### src/rtl/if_fetch_if.sv
`default_nettype none
// +----------------------------------------------------------------------+
// | if_fetch_if : pipeline, redirect and byte-memory bundle for if_fetch |
// | Rev 1.0                                                              |
// +----------------------------------------------------------------------+
interface if_fetch_if;
  logic [5:0]  stall;
  logic        branch_flag;
  logic [31:0] branch_target;
  logic        mem_req;
  logic [31:0] mem_addr;
  logic        mem_ack;
  logic [7:0]  mem_rdata;
  logic        if_flag;
  logic [31:0] if_pc;
  logic [31:0] if_inst;
  logic        stallreq_if;

  modport master (
    input  stall, branch_flag, branch_target, mem_ack, mem_rdata,
    output mem_req, mem_addr, if_flag, if_pc, if_inst, stallreq_if
  );

  modport slave (
    output stall, branch_flag, branch_target, mem_ack, mem_rdata,
    input  mem_req, mem_addr, if_flag, if_pc, if_inst, stallreq_if
  );
endinterface
`default_nettype wire

### src/rtl/if_fetch.sv
`default_nettype none
// +----------------------------------------------------------------------+
// | if_fetch : byte-serial instruction fetch, assembles 32-bit LE words  |
// | Rev 1.0                                                              |
// +----------------------------------------------------------------------+
module if_fetch (
  input  logic       clk,
  input  logic       rst,
  if_fetch_if.master bus
);

  localparam logic [2:0] S_B0    = 3'd0;
  localparam logic [2:0] S_B1    = 3'd1;
  localparam logic [2:0] S_B2    = 3'd2;
  localparam logic [2:0] S_B3    = 3'd3;
  localparam logic [2:0] S_VALID = 3'd4;

  logic [2:0]  state_q, state_d;
  logic [31:0] pc_q, pc_d;
  logic [23:0] buf_q, buf_d;
  logic        if_flag_q, if_flag_d;
  logic [31:0] if_pc_q, if_pc_d;
  logic [31:0] if_inst_q, if_inst_d;

  logic        hold;
  logic        fetching;
  logic [4:0]  unused_stall;

  assign hold         = bus.stall[0];
  assign unused_stall = bus.stall[5:1];
  assign fetching     = (state_q != S_VALID);

  // State register
  always_ff @(posedge clk) begin
    if (!rst) begin
      state_q <= S_B0;
    end else begin
      state_q <= state_d;
    end
  end

  // Next-state logic; a redirect wins over any ack or hold
  always_comb begin
    state_d = state_q;
    if (bus.branch_flag) begin
      state_d = S_B0;
    end else begin
      case (state_q)
        S_B0:    if (bus.mem_ack) state_d = S_B1;
        S_B1:    if (bus.mem_ack) state_d = S_B2;
        S_B2:    if (bus.mem_ack) state_d = S_B3;
        S_B3:    if (bus.mem_ack) state_d = S_VALID;
        S_VALID: if (!hold)       state_d = S_B0;
        default: state_d = S_B0;
      endcase
    end
  end

  // Memory-side outputs; the byte offset is the low bits of the state code
  always_comb begin
    bus.mem_req     = 1'b0;
    bus.mem_addr    = 32'd0;
    bus.stallreq_if = 1'b0;
    if (rst && fetching) begin
      bus.mem_req     = 1'b1;
      bus.mem_addr    = pc_q + {30'd0, state_q[1:0]};
      bus.stallreq_if = 1'b1;
    end
  end

  always_comb begin
    pc_d      = pc_q;
    buf_d     = buf_q;
    if_flag_d = if_flag_q;
    if_pc_d   = if_pc_q;
    if_inst_d = if_inst_q;
    if (bus.branch_flag) begin
      pc_d      = {bus.branch_target[31:2], 2'b00};
      buf_d     = 24'd0;
      if_flag_d = 1'b0;
      if_pc_d   = 32'd0;
      if_inst_d = 32'd0;
    end else begin
      case (state_q)
        S_B0: if (bus.mem_ack) buf_d[7:0]   = bus.mem_rdata;
        S_B1: if (bus.mem_ack) buf_d[15:8]  = bus.mem_rdata;
        S_B2: if (bus.mem_ack) buf_d[23:16] = bus.mem_rdata;
        S_B3: begin
          if (bus.mem_ack) begin
            if_inst_d = {bus.mem_rdata, buf_q};
            if_pc_d   = pc_q + 32'd4;
            if_flag_d = 1'b1;
          end
        end
        S_VALID: begin
          if (!hold) begin
            pc_d      = pc_q + 32'd4;
            if_flag_d = 1'b0;
            if_pc_d   = 32'd0;
            if_inst_d = 32'd0;
          end
        end
        default: ;
      endcase
    end
  end

  always_ff @(posedge clk) begin
    if (!rst) begin
      pc_q      <= 32'd0;
      buf_q     <= 24'd0;
      if_flag_q <= 1'b0;
      if_pc_q   <= 32'd0;
      if_inst_q <= 32'd0;
    end else begin
      pc_q      <= pc_d;
      buf_q     <= buf_d;
      if_flag_q <= if_flag_d;
      if_pc_q   <= if_pc_d;
      if_inst_q <= if_inst_d;
    end
  end

  assign bus.if_flag = if_flag_q;
  assign bus.if_pc   = if_pc_q;
  assign bus.if_inst = if_inst_q;

endmodule
`default_nettype wire

### src/flat_wrapper.sv
// flat-port wrapper written by rule: the top's interface ports become plain ports
module if_fetch_flat 
  (clk, rst, bus_stall, bus_branch_flag, bus_branch_target, bus_mem_ack, bus_mem_rdata, bus_mem_req, bus_mem_addr, bus_if_flag, bus_if_pc, bus_if_inst, bus_stallreq_if);
  if_fetch_if bus_i ();
  input  logic clk;
  input  logic rst;
  input wire logic [$bits(bus_i.stall)-1:0] bus_stall;
  input wire logic [$bits(bus_i.branch_flag)-1:0] bus_branch_flag;
  input wire logic [$bits(bus_i.branch_target)-1:0] bus_branch_target;
  input wire logic [$bits(bus_i.mem_ack)-1:0] bus_mem_ack;
  input wire logic [$bits(bus_i.mem_rdata)-1:0] bus_mem_rdata;
  output wire logic [$bits(bus_i.mem_req)-1:0] bus_mem_req;
  output wire logic [$bits(bus_i.mem_addr)-1:0] bus_mem_addr;
  output wire logic [$bits(bus_i.if_flag)-1:0] bus_if_flag;
  output wire logic [$bits(bus_i.if_pc)-1:0] bus_if_pc;
  output wire logic [$bits(bus_i.if_inst)-1:0] bus_if_inst;
  output wire logic [$bits(bus_i.stallreq_if)-1:0] bus_stallreq_if;
  assign bus_i.stall = bus_stall;
  assign bus_i.branch_flag = bus_branch_flag;
  assign bus_i.branch_target = bus_branch_target;
  assign bus_i.mem_ack = bus_mem_ack;
  assign bus_i.mem_rdata = bus_mem_rdata;
  assign bus_mem_req = bus_i.mem_req;
  assign bus_mem_addr = bus_i.mem_addr;
  assign bus_if_flag = bus_i.if_flag;
  assign bus_if_pc = bus_i.if_pc;
  assign bus_if_inst = bus_i.if_inst;
  assign bus_stallreq_if = bus_i.stallreq_if;
  if_fetch u_core (.clk(clk), .rst(rst), .bus(bus_i));
endmodule
### config.mk
export PLATFORM = sky130hd
export DESIGN_NAME = if_fetch_flat
export DESIGN_NICKNAME = d
export VERILOG_FILES = /design/src/rtl/if_fetch_if.sv /design/src/rtl/if_fetch.sv /design/src/flat_wrapper.sv
export SDC_FILE = /design/constraint.sdc
export NUM_CORES = 1
export LEC_CHECK = 0
export ABC_CLOCK_PERIOD_IN_PS = 2700
export BUFFER_PORTS_ARGS = -buffer_cell sky130_fd_sc_hd__clkbuf_2
export CAP_MARGIN = 25
export CORE_MARGIN = 8
export CORE_UTILIZATION = 45
export DETAILED_ROUTE_END_ITERATION = 8
export PLACE_DENSITY = 0.7
export SETUP_SLACK_MARGIN = 0.3
export SYNTH_ARGS = -nofsm -noshare
export SYNTH_HDL_FRONTEND = slang
export SYNTH_SLANG_ARGS = --single-unit
### constraint.sdc
create_clock -name clk -period 2.7 [get_ports clk]
set_input_delay 0.54 -clock clk [delete_from_list [all_inputs] [get_ports clk]]
set_output_delay 0.54 -clock clk [all_outputs]
set_load 0.005 [all_outputs]
==> results of run 1 <==
## metrics by stage
step | area [um2] | utilization (%)
finish | 7090 | 58.8
global placement | 6380 | 52.9
floorplan | 5590 | -
detailed placement | 6380 | 52.9
CTS | 7050 | 58.4
global route | 7090 | 58.8
## synthesized netlist by cell type, types with 7 or more instances
cell type | n | area [um2]
mux2i_1 | 8 | 80.1
nor3_1 | 27 | 135
or4_1 | 15 | 113
or3_1 | 12 | 75.1
a21oi_1 | 34 | 170
nor2_1 | 57 | 214
nand2_1 | 74 | 278
clkbuf_1 | 56 | 210
nor4_1 | 10 | 62.6
nand4_1 | 8 | 50.1
o21ai_0 | 38 | 190
o21a_1 | 7 | 52.6
xnor2_1 | 17 | 149
and2_1 | 32 | 200
nand3_1 | 37 | 185
o211ai_1 | 10 | 75.1
a22oi_1 | 36 | 270
dfxtp_1 | 120 | 2400
and4_1 | 9 | 78.8
nor4b_1 | 8 | 70.1
## power groups by stage
stage               clock network (mW)  logic [mW]  registers (mW)
CTS                               2.43       0.273            1.87
detailed placement                   0       0.268            1.91
finish                            2.41       0.278            1.88
global route                      2.51       0.305            1.89
global placement                     0       0.261            1.91
floorplan                            0       0.186            1.87
## state kept, by name (all words and copies together), names as in the netlist
name                cells
u_core.pc_q            30
u_core.buf_q           24
u_core.bus.if_inst     32
u_core.state_q          3
u_core.bus.if_pc       30
u_core.bus.if_flag      1
## per-layer routing
metal  vias to the layer above  routed length (um)
li1                       2694                   -
met1                      2721                7870
met2                       246                7910
met3                        26                1600
met4                         0                 244
met5                         -                   0
## cell usage in the layout (no fill, tap or decap), types with 3 or more instances in the layout
master,instances
a211o_1,3
a211oi_1,5
a21oi_1,34
a22oi_1,36
a31oi_1,5
and2_1,32
and3_1,4
and4_1,9
buf_4,22
bufinv_16,4
clkbuf_16,17
clkbuf_2,139
clkinv_2,4
dfxtp_1,117
dfxtp_2,3
mux2i_1,8
nand2_1,74
nand2b_1,4
nand3_1,36
nand4_1,8
nor2_1,56
nor3_1,26
nor4_1,10
nor4b_1,7
o211a_1,4
o211ai_1,10
o21a_1,7
o21ai_0,38
or3_1,11
or4_1,14
xnor2_1,17
## cells by family (layout without fill, tap and decap cells)
| group | after synthesis | after routing | share of synthesized area (%) |
|---|---|---|---|
| other | 1 | 2 | 0.0671 |
| AND/OR/NAND/NOR | 311 | 312 | 29.2 |
| XOR/XNOR | 19 | 19 | 2.98 |
| AO/OA/AOI/OAI | 154 | 154 | 17.8 |
| multiplexers | 8 | 8 | 1.43 |
| flip-flops | 120 | 120 | 43.0 |
| adder cells (fa/ha/maj) | 1 | 1 | 0.224 |
| buffers and inverters | 72 | 196 | 5.33 |
## worst max-delay path by stage
stage                              startpoint                           endpoint  slack [ns]
2_1_floorplan                    bus_stall[0]       u_core.pc_q[17]$_SDFFE_PN0P_        0.53
3_3_place_gp                     bus_stall[0]       u_core.pc_q[17]$_SDFFE_PN0P_        0.28
3_5_place_dp                     bus_stall[0]       u_core.pc_q[17]$_SDFFE_PN0P_        0.26
4_1_cts        u_core.state_q[2]$_SDFFE_PP0P_                   bus_mem_addr[11]        0.31
5_1_grt           u_core.pc_q[2]$_SDFFE_PN0P_  u_core.bus.if_pc[30]$_SDFFE_PP0P_        0.28
6_report          u_core.pc_q[2]$_SDFFE_PN0P_  u_core.bus.if_pc[30]$_SDFFE_PP0P_        0.40
## layout make-up
type / instances / area, um2 / share of cell area, %
Clock inverter: 12 / 173 / 2.43
Multi-Input combinational cell: 496 / 2960 / 41.7
Timing Repair Buffer: 162 / 881 / 12.4
Sequential cell: 120 / 2410 / 33.9
Inverter: 2 / 7.51 / 0.106
Clock buffer: 20 / 457 / 6.44
Tap cell: 168 / 210 / 2.96
## what timing repair did
item	4_1_cts	5_1_grt
endpoints found under the setup margin	36	43
gates cloned	1	0
resized for setup	6	4
buffers inserted	0	3
==> flow_results.xml, run 1 <==
<?xml version="1.0" encoding="UTF-8"?>
<metrics>
  <group name="synth">
    <metric name="synthesis.area" unit="um2">5590</metric>
    <metric name="synth_enable_flop_cells" unit="">0</metric>
    <metric name="synth_cell_types" unit="">50</metric>
    <metric name="synth.ff_latch_count" unit="">120</metric>
    <metric name="avgSynthCellArea" unit="um2">8.15</metric>
    <metric name="synth-seq-area-share" unit="%">43.0</metric>
    <metric name="async_flop_share" unit="%">0</metric>
    <metric name="post_synth_inst_count" unit="">686</metric>
    <metric name="ys_warn_count" unit="">0</metric>
    <metric name="synth-main-ff-cell" unit="">dfxtp_1</metric>
  </group>
  <group name="cells_and_area">
    <metric name="antenna_cells_inserted" unit="">0</metric>
    <metric name="fillers" unit="">1094</metric>
    <metric name="share_of_cells_above_drive_strength_1" unit="%">25.6</metric>
    <metric name="syn2layout_area_growth" unit="%">26.9</metric>
    <metric name="finish.net_count" unit="">850</metric>
    <metric name="fin_cells" unit="">980</metric>
  </group>
  <group name="sta">
    <metric name="layout_min_cycle_time" unit="ns">2.30</metric>
    <metric name="setup-tns-final" unit="ns">0</metric>
    <metric name="clock-skew-final" unit="ns">0.00790</metric>
    <metric name="fin_worst_hold_slack" unit="ns">0.351</metric>
    <metric name="setup_viol" unit="">0</metric>
    <metric name="max_slew.worst_pin.slew" unit="ns">0.833</metric>
    <metric name="max_freq" unit="MHz">434</metric>
    <metric name="period_share" unit="%">85.3</metric>
    <metric name="max-slew-margin-rel" unit="%">44.1</metric>
    <metric name="final_number_of_hold_violating_endpoints" unit="">0</metric>
    <metric name="rsz_0062_raised_after_global_routing" unit="">false</metric>
    <metric name="timing.final.ws_setup" unit="ns">0.396</metric>
    <metric name="number_of_pins_exceeding_their_max_slew_limit_in_the_final_report" unit="">0</metric>
  </group>
  <group name="placement">
    <metric name="detailedPlace.worstSlack" unit="ns">0.262</metric>
    <metric name="port_buffers" unit="">139</metric>
    <metric name="finalWeightedCongestion" unit="">0.882</metric>
    <metric name="hpwlAfterDp" unit="um">12100</metric>
    <metric name="dp.cells" unit="">944</metric>
  </group>
  <group name="routing">
    <metric name="drt_pass_1_iters" unit="">5</metric>
    <metric name="detailed_router_s_first_iteration_violation_count" unit="">609</metric>
    <metric name="detail-route-antenna-nets" unit="">0</metric>
    <metric name="detail_routed_net_length_per_standard_cell" unit="um">18.0</metric>
    <metric name="post-route-drc-count" unit="">0</metric>
    <metric name="detailroute.via_count" unit="">5687</metric>
    <metric name="route.detailed.vias_per_inst" unit="">5.80</metric>
    <metric name="routed_wl" unit="um">17600</metric>
  </group>
  <group name="worst_setup_path">
    <metric name="wp_data_required" unit="ns">3.06</metric>
    <metric name="worst_case_reg_to_reg_path_depth" unit="">5</metric>
    <metric name="crit_path_max_incr_delay" unit="ns">0.66</metric>
    <metric name="critPathKind" unit="">reg2reg</metric>
    <metric name="worst_r2r_startpoint" unit="">u_core.pc_q[2]$_SDFFE_PN0P_</metric>
    <metric name="path_cells" unit="">ha_1 -&gt; nand3_2 -&gt; or4_1 -&gt; or4_1 -&gt; nand3_1</metric>
    <metric name="rrSetupSlack" unit="ns">0.40</metric>
    <metric name="top_fanout_value_on_the_critical_path" unit="">10</metric>
    <metric name="worstPathArrival" unit="ns">2.66</metric>
    <metric name="timing.critical_path.depth" unit="">5</metric>
    <metric name="crit_path_top_delay_cell" unit="">or4_1</metric>
    <metric name="cp.buffers_inverters" unit="">0</metric>
    <metric name="critical_path_most_common_cell" unit="">or4_1</metric>
    <metric name="worst_r2r_endpoint" unit="">u_core.bus.if_pc[30]$_SDFFE_PP0P_</metric>
    <metric name="crit_path_start_kind" unit="">flop</metric>
    <metric name="critical_path_sink_type" unit="">flop</metric>
    <metric name="worst_path_dominant_cell_family" unit="">simple AND/OR/NAND/NOR gates</metric>
  </group>
  <group name="power_and_ir_drop">
    <metric name="clock_power_share" unit="%">52.8</metric>
    <metric name="leakage" unit="nW">2.79</metric>
    <metric name="pwr-share-seq" unit="%">41.1</metric>
    <metric name="power.ir.vdd_worst" unit="V">0.000374</metric>
    <metric name="design_power_total" unit="mW">4.57</metric>
    <metric name="internal-power" unit="mW">3.52</metric>
    <metric name="switching_power" unit="mW">1.05</metric>
    <metric name="sw_frac_of_total" unit="%">23.0</metric>
    <metric name="powerDensity" unit="nW/um2">645</metric>
    <metric name="combPwrFrac" unit="%">6.1</metric>
  </group>
  <group name="min_path">
    <metric name="min_to" unit="">u_core.pc_q[2]$_SDFFE_PN0P_</metric>
    <metric name="hold_path_startpoint" unit="">bus_branch_target[2]</metric>
    <metric name="min_path_cells" unit="">2</metric>
    <metric name="worst_hold_path_type" unit="">in2reg</metric>
  </group>
  <group name="floorplan">
    <metric name="core_region_area" unit="um2">12100</metric>
    <metric name="floorplan.die.height" unit="um">127</metric>
    <metric name="fp.dieArea" unit="um2">16200</metric>
    <metric name="fp.dieW" unit="um">127</metric>
    <metric name="initial_utilization" unit="%">46.3</metric>
    <metric name="rows" unit="">40</metric>
    <metric name="boundaryPins" unit="">149</metric>
  </group>
  <group name="cts">
    <metric name="cts_max_level" unit="">4</metric>
    <metric name="max-clock-path-buffers" unit="">2</metric>
    <metric name="clock_latency" unit="ns">0.42</metric>
    <metric name="hold_buffers" unit="">0</metric>
    <metric name="clock_tree_from_tritoncts" unit="">built</metric>
    <metric name="cts_root_buf" unit="">clkbuf_16</metric>
    <metric name="clkSlewWorstSetupHoldPaths" unit="ns">0.06</metric>
    <metric name="cts_inserted_buffers" unit="">17</metric>
    <metric name="cts_num_sinks" unit="">120</metric>
  </group>
  <group name="grt">
    <metric name="groute.layer.met3.usage" unit="%">6.41</metric>
    <metric name="vias_in_the_first_global_route" unit="">5300</metric>
    <metric name="grt.met2_usage" unit="%">32.7</metric>
    <metric name="initial_antenna_violation_count" unit="">0</metric>
    <metric name="grt_start_max_net_pins" unit="">61</metric>
    <metric name="top_usage_layer" unit="">met2</metric>
    <metric name="grt_util_all_layers" unit="%">21.4</metric>
    <metric name="grt_first_pass_wirelength" unit="um">28000</metric>
    <metric name="grt.overflow.total" unit="">0</metric>
    <metric name="grt_use_met1" unit="%">28.4</metric>
  </group>
  <group name="run_status">
    <metric name="outcome" unit="">finished clean</metric>
  </group>
  <group name="job">
    <metric name="drv_cap" unit="">0</metric>
  </group>
</metrics>
Power figures use the tool's default switching activity.
==> run 2, diff against run 1 <==
CORE_MARGIN = 1   (was 8)
==> run 2 against run 1 <==
Die area shrank 21%. Critical endpoint unchanged. Setup slack better by 0.0088 ns. Register-to-register slack is essentially flat. Sequential share of layout area up 0.32 points. First-iteration DRC count decreased by 22%. Critical path depth unchanged. Largest power group unchanged. Via count up 0.25%. Clock power down 3%. Maximum frequency increased by 0.38%. Non-clock buffer count down 1. Combinational power shrank 4%.
==> flow_results.xml, run 2 (synthesized netlist as in run 1, its figures left out) <==
<?xml version="1.0" encoding="UTF-8"?>
<metrics>
  <group name="cells_and_area">
    <metric name="max_reg_flops" unit="">32</metric>
    <metric name="antenna_cells_inserted" unit="">0</metric>
    <metric name="finish.net_count" unit="">848</metric>
    <metric name="layout.cell_area.non_filler" unit="um2">7030</metric>
    <metric name="layout.cells.most_common_list" unit="">clkbuf_2 (139), dfxtp_1 (117), nand2_1 (74)</metric>
    <metric name="fillers" unit="">1074</metric>
    <metric name="syn2layout_area_growth" unit="%">25.7</metric>
    <metric name="mostFrequentLayoutCell" unit="">clkbuf_2</metric>
    <metric name="fin_cells" unit="">978</metric>
    <metric name="share_of_cells_above_drive_strength_1" unit="%">25.3</metric>
  </group>
  <group name="placement">
    <metric name="placement.cell_area" unit="um2">6390</metric>
    <metric name="finalWeightedCongestion" unit="">0.919</metric>
    <metric name="port_buffers" unit="">139</metric>
    <metric name="hpwlAfterDp" unit="um">11200</metric>
    <metric name="dp.cells" unit="">946</metric>
  </group>
  <group name="routing">
    <metric name="drt_pass_1_iters" unit="">5</metric>
    <metric name="detail_routed_net_length_per_standard_cell" unit="um">16.7</metric>
    <metric name="post-route-drc-count" unit="">0</metric>
    <metric name="route.detailed.vias_per_inst" unit="">5.83</metric>
    <metric name="detail-route-antenna-nets" unit="">0</metric>
    <metric name="routed_wl" unit="um">16400</metric>
    <metric name="detailed_router_s_first_iteration_violation_count" unit="">475</metric>
    <metric name="detailroute.via_count" unit="">5701</metric>
  </group>
  <group name="cts">
    <metric name="clkSlewWorstSetupHoldPaths" unit="ns">0.06</metric>
    <metric name="clock_latency" unit="ns">0.42</metric>
    <metric name="post_cts_buffers" unit="">0</metric>
    <metric name="cts_root_buf" unit="">clkbuf_16</metric>
    <metric name="cts_num_sinks" unit="">120</metric>
    <metric name="cts_inserted_buffers" unit="">17</metric>
    <metric name="max-clock-path-buffers" unit="">2</metric>
    <metric name="clock_tree_from_tritoncts" unit="">built</metric>
    <metric name="cts_max_level" unit="">4</metric>
  </group>
  <group name="power_and_ir_drop">
    <metric name="powerDensity" unit="nW/um2">637</metric>
    <metric name="power.ir.vdd_worst" unit="V">0.000459</metric>
    <metric name="leakage" unit="nW">2.74</metric>
    <metric name="design_power_total" unit="mW">4.47</metric>
  </group>
  <group name="worst_setup_path">
    <metric name="critical_path_sink_type" unit="">flop</metric>
    <metric name="worstPathArrival" unit="ns">2.66</metric>
    <metric name="rrSetupSlack" unit="ns">0.40</metric>
    <metric name="crit_path_top_delay_cell" unit="">or4_1</metric>
    <metric name="wp_data_required" unit="ns">3.06</metric>
    <metric name="crit_path_start_kind" unit="">flop</metric>
    <metric name="cp-startpoint" unit="">u_core.pc_q[2]$_SDFFE_PN0P_</metric>
    <metric name="path_cells" unit="">ha_1 -&gt; nand3_1 -&gt; or4_1 -&gt; or4_1 -&gt; nand3_1</metric>
    <metric name="critPathKind" unit="">reg2reg</metric>
    <metric name="worst_case_reg_to_reg_path_depth" unit="">5</metric>
    <metric name="worst_r2r_startpoint" unit="">u_core.pc_q[2]$_SDFFE_PN0P_</metric>
    <metric name="crit_path_max_incr_delay" unit="ns">0.67</metric>
    <metric name="worst_r2r_endpoint" unit="">u_core.bus.if_pc[30]$_SDFFE_PP0P_</metric>
    <metric name="top_fanout_value_on_the_critical_path" unit="">7</metric>
  </group>
  <group name="floorplan">
    <metric name="rows" unit="">40</metric>
    <metric name="fp.dieArea" unit="um2">12900</metric>
    <metric name="core_region_area" unit="um2">12100</metric>
    <metric name="initial_utilization" unit="%">46.3</metric>
    <metric name="boundaryPins" unit="">149</metric>
    <metric name="floorplan.die.height" unit="um">113</metric>
    <metric name="fp.dieW" unit="um">113</metric>
  </group>
  <group name="grt">
    <metric name="vias_in_the_first_global_route" unit="">5153</metric>
    <metric name="grt_start_max_net_pins" unit="">49</metric>
    <metric name="grt_util_all_layers" unit="%">25.8</metric>
    <metric name="initial_antenna_violation_count" unit="">0</metric>
    <metric name="grt_first_pass_wirelength" unit="um">26200</metric>
    <metric name="grt.overflow.total" unit="">0</metric>
  </group>
  <group name="job">
    <metric name="drv_cap" unit="">0</metric>
  </group>
  <group name="sta">
    <metric name="max_slew.worst_pin.slew" unit="ns">0.860</metric>
    <metric name="max_freq" unit="MHz">436</metric>
    <metric name="fin_worst_hold_slack" unit="ns">0.351</metric>
    <metric name="setup-tns-final" unit="ns">0</metric>
    <metric name="setup_viol" unit="">0</metric>
    <metric name="rsz_0062_raised_after_global_routing" unit="">false</metric>
    <metric name="period_share" unit="%">85.0</metric>
    <metric name="max-slew-margin-rel" unit="%">42.3</metric>
    <metric name="clock-skew-final" unit="ns">0.00954</metric>
    <metric name="number_of_pins_exceeding_their_max_slew_limit_in_the_final_report" unit="">0</metric>
    <metric name="final_number_of_hold_violating_endpoints" unit="">0</metric>
    <metric name="layout_min_cycle_time" unit="ns">2.30</metric>
  </group>
  <group name="min_path">
    <metric name="min_path_cells" unit="">2</metric>
    <metric name="min_to" unit="">u_core.pc_q[3]$_SDFFE_PN0P_</metric>
    <metric name="worst_hold_path_type" unit="">in2reg</metric>
    <metric name="hold_path_startpoint" unit="">bus_branch_target[3]</metric>
  </group>
  <group name="run_status">
    <metric name="outcome" unit="">finished clean</metric>
  </group>
</metrics>
run 2: worst max path at each step:
| stage | endpoint | slack (ns) | cells after the start |
|---|---|---|---|
| global route | u_core.bus.if_pc[30]$_SDFFE_PP0P_ | 0.31 | 5 |
| floorplan | u_core.pc_q[17]$_SDFFE_PN0P_ | 0.53 | 5 |
| detailed placement | u_core.pc_q[21]$_SDFFE_PN0P_ | 0.23 | 5 |
| CTS | bus_mem_addr[10] | 0.35 | 5 |
| global placement | u_core.pc_q[17]$_SDFFE_PN0P_ | 0.30 | 5 |
| finish | u_core.bus.if_pc[30]$_SDFFE_PP0P_ | 0.40 | 5 |
run 2: repair_timing:
action | 4_1_cts | 5_1_grt
hold buffers | 0 | 0
endpoints found under the setup margin | 26 | 39
resized for setup | 1 | 5
gates cloned | 0 | 0
run 2: worst max-delay path, delay by kind of cell (launching register included):
kind	cells	cell delay [ns]
flops	1	0.43
simple gates	4	1.52
fa+ha+maj	1	0.30
run 2: metal layers:
metal	share of wire [%]	wire length [um]	track usage [%]
met1	44	7210	34.2
met4	2.2	362	10.8
met2	44	7260	39.5
met3	9.4	1540	7.28
met5	0	0	0
run 2: through the flow:
stage	utilization (%)	worst slack (ns)
2_1_floorplan	-	0.530
3_3_place_gp	53.0	0.304
3_5_place_dp	53.0	0.230
4_1_cts	58.1	0.347
5_1_grt	58.2	0.309
6_report	58.2	0.405
run 2: report_power, final:
| part | switching [mW] | internal, mW | total, mW |
|---|---|---|---|
| clock | 0.845 | 1.48 | 2.33 |
| sequential | 0.0694 | 1.81 | 1.88 |
| combinational | 0.151 | 0.115 | 0.266 |
run 2: cell type report:
class	count	area, um2	share of cell area [%]
inverter	2	7.51	0.107
sequential	120	2410	34.2
multi-input combinational	495	2930	41.7
timing repair buffer	161	861	12.3
clock inverter	13	169	2.40
clock buffer	19	443	6.30
tap	168	210	2.99
